[src/rtl/uart_tx_fifo.sv]
// UART transmitter with a host-side byte FIFO and built-in baud divider.
// Frames are start, D0..D7, optional parity, then 1 or 2 stop bits; tx idles high.
module uart_tx_fifo #(
    parameter int unsigned CLKS_PER_BIT = 434,
    parameter int unsigned DEPTH        = 16,
    parameter bit          PARITY_EN    = 1'b0,
    parameter bit          PARITY_ODD   = 1'b0,
    parameter int unsigned STOP_BITS    = 1
) (
    input  logic       clk,
    input  logic       reset,
    input  logic       wr,
    input  logic [7:0] data_in,
    output logic       full,
    output logic       empty,
    output logic       overflow,
    output logic       tx,
    output logic       busy,
    output logic       txDone
);

    localparam int unsigned ADDR_W = $clog2(DEPTH);
    localparam int unsigned CNT_W  = ADDR_W + 1;
    localparam int unsigned BAUD_W = $clog2(CLKS_PER_BIT);
    localparam logic [BAUD_W-1:0] BAUD_LAST = BAUD_W'(CLKS_PER_BIT - 1);
    localparam logic [BAUD_W-1:0] BAUD_PRE  = BAUD_W'(CLKS_PER_BIT - 2);
    localparam logic [CNT_W-1:0]  CNT_FULL  = CNT_W'(DEPTH);

    typedef enum logic [2:0] {IDLE, START, DATA, PARITY, STOP} state_t;

    logic [7:0]        mem [DEPTH];
    logic [ADDR_W-1:0] wr_ptr_q, rd_ptr_q;
    logic [CNT_W-1:0]  count_q, count_d;
    logic              full_q, empty_q, ovf_q;
    logic              push, pop;

    state_t            state_q;
    logic [BAUD_W-1:0] baud_q;
    logic [2:0]        bit_q;
    logic              stop_q;
    logic [7:0]        shift_q;
    logic              par_q;
    logic              tx_q, busy_q, done_q;
    logic              baud_last, last_stop;

    // A pop is only ever the IDLE->START hand-off; full blocks a write even if that pop frees a slot.
    always_comb begin
        push    = wr && !full_q;
        pop     = (state_q == IDLE) && !empty_q;
        count_d = count_q;
        if (push && !pop)
            count_d = count_q + 1'b1;
        else if (pop && !push)
            count_d = count_q - 1'b1;
        baud_last = (baud_q == BAUD_LAST);
        last_stop = (STOP_BITS == 1) || stop_q;
    end

    always_ff @(posedge clk) begin
        if (push)
            mem[wr_ptr_q] <= data_in;
    end

    always_ff @(posedge clk or negedge reset) begin
        if (!reset) begin
            wr_ptr_q <= '0;
            rd_ptr_q <= '0;
            count_q  <= '0;
            full_q   <= 1'b0;
            empty_q  <= 1'b1;
            ovf_q    <= 1'b0;
        end else begin
            if (push)
                wr_ptr_q <= wr_ptr_q + 1'b1;
            if (pop)
                rd_ptr_q <= rd_ptr_q + 1'b1;
            count_q <= count_d;
            full_q  <= (count_d == CNT_FULL);
            empty_q <= (count_d == '0);
            ovf_q   <= wr && full_q;
        end
    end

    always_ff @(posedge clk or negedge reset) begin
        if (!reset) begin
            state_q <= IDLE;
            baud_q  <= '0;
            bit_q   <= '0;
            stop_q  <= 1'b0;
            shift_q <= '0;
            par_q   <= 1'b0;
            tx_q    <= 1'b1;
            busy_q  <= 1'b0;
            done_q  <= 1'b0;
        end else begin
            done_q <= 1'b0;
            case (state_q)
                IDLE: begin
                    tx_q   <= 1'b1;
                    busy_q <= 1'b0;
                    if (!empty_q) begin
                        shift_q <= mem[rd_ptr_q];
                        par_q   <= (^mem[rd_ptr_q]) ^ PARITY_ODD;
                        baud_q  <= '0;
                        tx_q    <= 1'b0;
                        busy_q  <= 1'b1;
                        state_q <= START;
                    end
                end
                START: begin
                    if (baud_last) begin
                        baud_q  <= '0;
                        bit_q   <= '0;
                        tx_q    <= shift_q[0];
                        state_q <= DATA;
                    end else begin
                        baud_q <= baud_q + 1'b1;
                    end
                end
                DATA: begin
                    if (baud_last) begin
                        baud_q  <= '0;
                        shift_q <= {1'b0, shift_q[7:1]};
                        if (bit_q == 3'd7) begin
                            if (PARITY_EN) begin
                                tx_q    <= par_q;
                                state_q <= PARITY;
                            end else begin
                                tx_q    <= 1'b1;
                                stop_q  <= 1'b0;
                                state_q <= STOP;
                            end
                        end else begin
                            bit_q <= bit_q + 1'b1;
                            tx_q  <= shift_q[1];
                        end
                    end else begin
                        baud_q <= baud_q + 1'b1;
                    end
                end
                PARITY: begin
                    if (baud_last) begin
                        baud_q  <= '0;
                        tx_q    <= 1'b1;
                        stop_q  <= 1'b0;
                        state_q <= STOP;
                    end else begin
                        baud_q <= baud_q + 1'b1;
                    end
                end
                STOP: begin
                    // Raised one edge early so the registered pulse lands in the final stop cycle.
                    if (last_stop && baud_q == BAUD_PRE)
                        done_q <= 1'b1;
                    if (baud_last) begin
                        baud_q <= '0;
                        if (last_stop) begin
                            busy_q  <= 1'b0;
                            state_q <= IDLE;
                        end else begin
                            stop_q <= 1'b1;
                        end
                    end else begin
                        baud_q <= baud_q + 1'b1;
                    end
                end
                default: state_q <= IDLE;
            endcase
        end
    end

    assign full     = full_q;
    assign empty    = empty_q;
    assign overflow = ovf_q;
    assign tx       = tx_q;
    assign busy     = busy_q;
    assign txDone   = done_q;

endmodule
[config.mk]
export PLATFORM = sky130hd
export DESIGN_NAME = uart_tx_fifo
export DESIGN_NICKNAME = d
export VERILOG_FILES = /design/src/rtl/uart_tx_fifo.sv
export SDC_FILE = /design/constraint.sdc
export NUM_CORES = 1
export LEC_CHECK = 0
export CORE_MARGIN = 2
export CORE_UTILIZATION = 63
export CTS_CLUSTER_SIZE = 20
export DETAILED_ROUTE_END_ITERATION = 16
export DONT_BUFFER_PORTS = 1
export PLACE_DENSITY_LB_ADDON = 0.05
export SYNTH_ARGS = -nofsm -noshare
export SYNTH_HDL_FRONTEND = slang
export SYNTH_SLANG_ARGS = --single-unit
[constraint.sdc]
create_clock -name clk -period 2.45 [get_ports clk]
set_clock_uncertainty 0.15 [all_clocks]
set_input_delay 0.49 -clock clk [delete_from_list [all_inputs] [get_ports clk]]
set_output_delay 0.49 -clock clk [all_outputs]
set_load 0.02 [all_outputs]
==> flow_metrics.tcl <==
set metrics [dict create \
    final_area_um2 8120 \
    power_density_nw_per_um2 1080 \
    clock_latency_ns 0.43 \
    tritoncts "done" \
    rr_startpoint "state_q[0]$_DFFE_PN0P_" \
    cts_sinks 170 \
    grt_pass1_wl_um 22100 \
    antenna_found_initial 0 \
    crit_family "simple AND/OR/NAND/NOR gates" \
    max_cap_viol_count 0 \
    hold_viol 0 \
    die_w_um 111 \
    multi_input_area_um2 2170 \
    final_cell_mix "edfxtp_1 (128), dfrtp_1 (39), mux4_2 (30), a21oi_1 (26), nor2_1 (22)" \
    core_area_um2 11300 \
    finalWirelength_um 13700 \
    post_dp_cell_area_um2 7450 \
    wire_per_inst_um 21.4 \
    numCtsBuffers 17 \
    die-area_um2 12300 \
    stdcell_count 639 \
    first_global_vias 4069 \
    vias 3969 \
    die_height_um 111 \
    synthesis.instances 458 \
    place_inst 597 \
    rows 39 \
    rsz0062_at_grt "no" \
    worstHoldPathType "in -> reg" \
    drtIter0Drc 312 \
    syn_area_per_cell_um2 15.7 \
    viasPerCell 6.21 \
    postSynthNetCount 481 \
    synth_flop_cell "edfxtp_1" \
    io_pins 17 \
    gr-total-overflow 0 \
    peakVddDrop_mv 0.837 \
    max_stage_delay_ns 0.72 \
    finish.utilization 0.720 \
    cp_max_fo 8 \
    slowest_stage "or4_1" \
    fin_nets 506 \
    criticalPathCategory "reg -> reg" \
    period_needed_ns 2.27 \
    root_buffer "clkbuf_16" \
    ys_ff_latch 170 \
    fmax_mhz 440 \
    synthArstFlopShare 0.247 \
    drive_gt1_frac 0.188 \
    crit_start "state_q[0]$_DFFE_PN0P_" \
    required_ns 2.63 \
    cts_buffer_depth 2 \
    endpoint_kind "flop" \
    ys_seq_area_frac 0.679 \
    post-dp-hpwl_um 8760 \
    arrival_ns 2.46 \
    setup_ws_ns 0.177 \
    io_buffers 0 \
    ys_types 53 \
    setup_violations 0 \
    crit_buf_inv 1 \
    dr.pass1.iters 4 \
    post-route-period-util 0.928 \
    synth_edf_count 128 \
    min-delay-start "wr" \
    cts_setup_buffers 0 \
    drtAntennaViolNets 0 \
    diodes 0 \
    grt_max_degree 43 \
    n_fill_cell 708 \
    grtUsageTotal 0.243 \
    path_clk_slew_ns 0.07 \
    drv_slew 0 \
    status "finished clean" \
    syn_to_final_growth_pct 12.5 \
    setup_tns_ns 0 \
    slew_headroom 0.600 \
    synth_area_um2 7210 \
    place.gp.congestion 0.811 \
    drc_errors 0 \
    start_kind "flop" \
    tightest_slew_ns 0.597 \
    crit_path_cell_trace "or4_1 > nor2_8 > a31oi_2 > xor2_1 > inv_1 > nor4_1" \
    cts.htree.levels 4 \
    leakage_nw 2.87 \
    final_common_cell "edfxtp_1" \
    ys_warn_count 0 \
    regArea_um2 4900 \
    start_util 0.640 \
    place_ws_ns 0.195 \
]
==> kinds of logic after synthesis <==
kind of cell	after synthesis	synth area share
AOI/OAI and AO/OA	83	0.0746
xor gates and xnor gates	11	0.0134
adders and majority gates	12	0.0208
buffers and inverters	33	0.0205
DFF	170	0.679
muxes	37	0.104
and+or+nand+nor	112	0.0883
==> repair_timing <==
item | in CTS | in global routing
endpoints found under the hold margin | 170 | 0
hold buffers | 10 | 0
resized for setup | 0 | 0
==> Yosys cell counts (all sizes together) (9+ instances only) <==
| library cell | count | area, um2 |
|---|---|---|
| inv | 11 | 41.3 |
| nor2 | 24 | 109 |
| dfrtp | 40 | 1000 |
| nand2 | 17 | 63.8 |
| o21ai | 16 | 83.8 |
| nand3 | 10 | 50.1 |
| and3 | 10 | 62.6 |
| clkbuf | 13 | 48.8 |
| a22oi | 16 | 125 |
| xnor2 | 10 | 87.6 |
| a21oi | 26 | 130 |
| edfxtp | 128 | 3840 |
| mux4 | 30 | 676 |
| and2 | 19 | 119 |
| ha | 12 | 150 |
| buf | 9 | 57.6 |
==> sequential cells by signal (all words and copies together), names as in the netlist <==
signal    count
state_q       3
rd_ptr_q      4
shift_q       8
mem         128
empty         1
overflow      1
wr_ptr_q      4
txDone        1
baud_q        9
tx            1
count_q       5
full          1
busy          1
bit_q         3
==> final cells by class <==
class | instances | share of cell area
clock buffers | 19 | 0.0533
inverters | 11 | 0.00509
well taps | 143 | 0.0220
clock inverters | 13 | 0.0146
flip-flops and latches | 170 | 0.604
repair buffers | 28 | 0.0342
multi-input cells | 255 | 0.267
==> routing by layer <==
metal | global-route usage | vias up | part of all wire
met5 | 0 | - | 0
met4 | 0.102 | 0 | 0.017
met3 | 0.0569 | 19 | 0.051
met2 | 0.374 | 99 | 0.49
met1 | 0.342 | 2011 | 0.44
li1 | - | 1840 | -
==> final timing paths <==
kind / to / slack [ns] / cells past startpoint
min in group asynchronous: baud_q[7]$_DFFE_PN0P_ / 0.44 / 2
setup / recovery: empty$_DFF_PN1_ / 0.18 / 6
setup reg to reg: empty$_DFF_PN1_ / 0.18 / 6
hold reg to reg: bit_q[1]$_DFFE_PN0P_ / 0.35 / 2
max in group asynchronous: empty$_DFF_PN1_ / 1.45 / 2
hold / removal: overflow$_DFF_PN0_ / 0.03 / 1
==> where the power goes <==
part	total (W)	internal (W)	switching [W]	leakage (nW)
registers	0.00394	0.00357	0.000370	1.67
logic	0.00235	0.00111	0.00124	0.933
clock network	0.00250	0.00140	0.00110	0.262
total	0.00880	0.00609	0.00271	2.87
==> metrics by stage <==
stage | hold slack (ns) | power (W)
5_1_grt | 0.0215 | 0.00925
6_report | 0.0339 | 0.00880
3_3_place_gp | 0.0455 | 0.00622
3_5_place_dp | 0.0455 | 0.00628
2_1_floorplan | 0.0444 | 0.00565
4_1_cts | 0.0184 | 0.00885
Note: power is estimated with default switching activity, not from simulation.
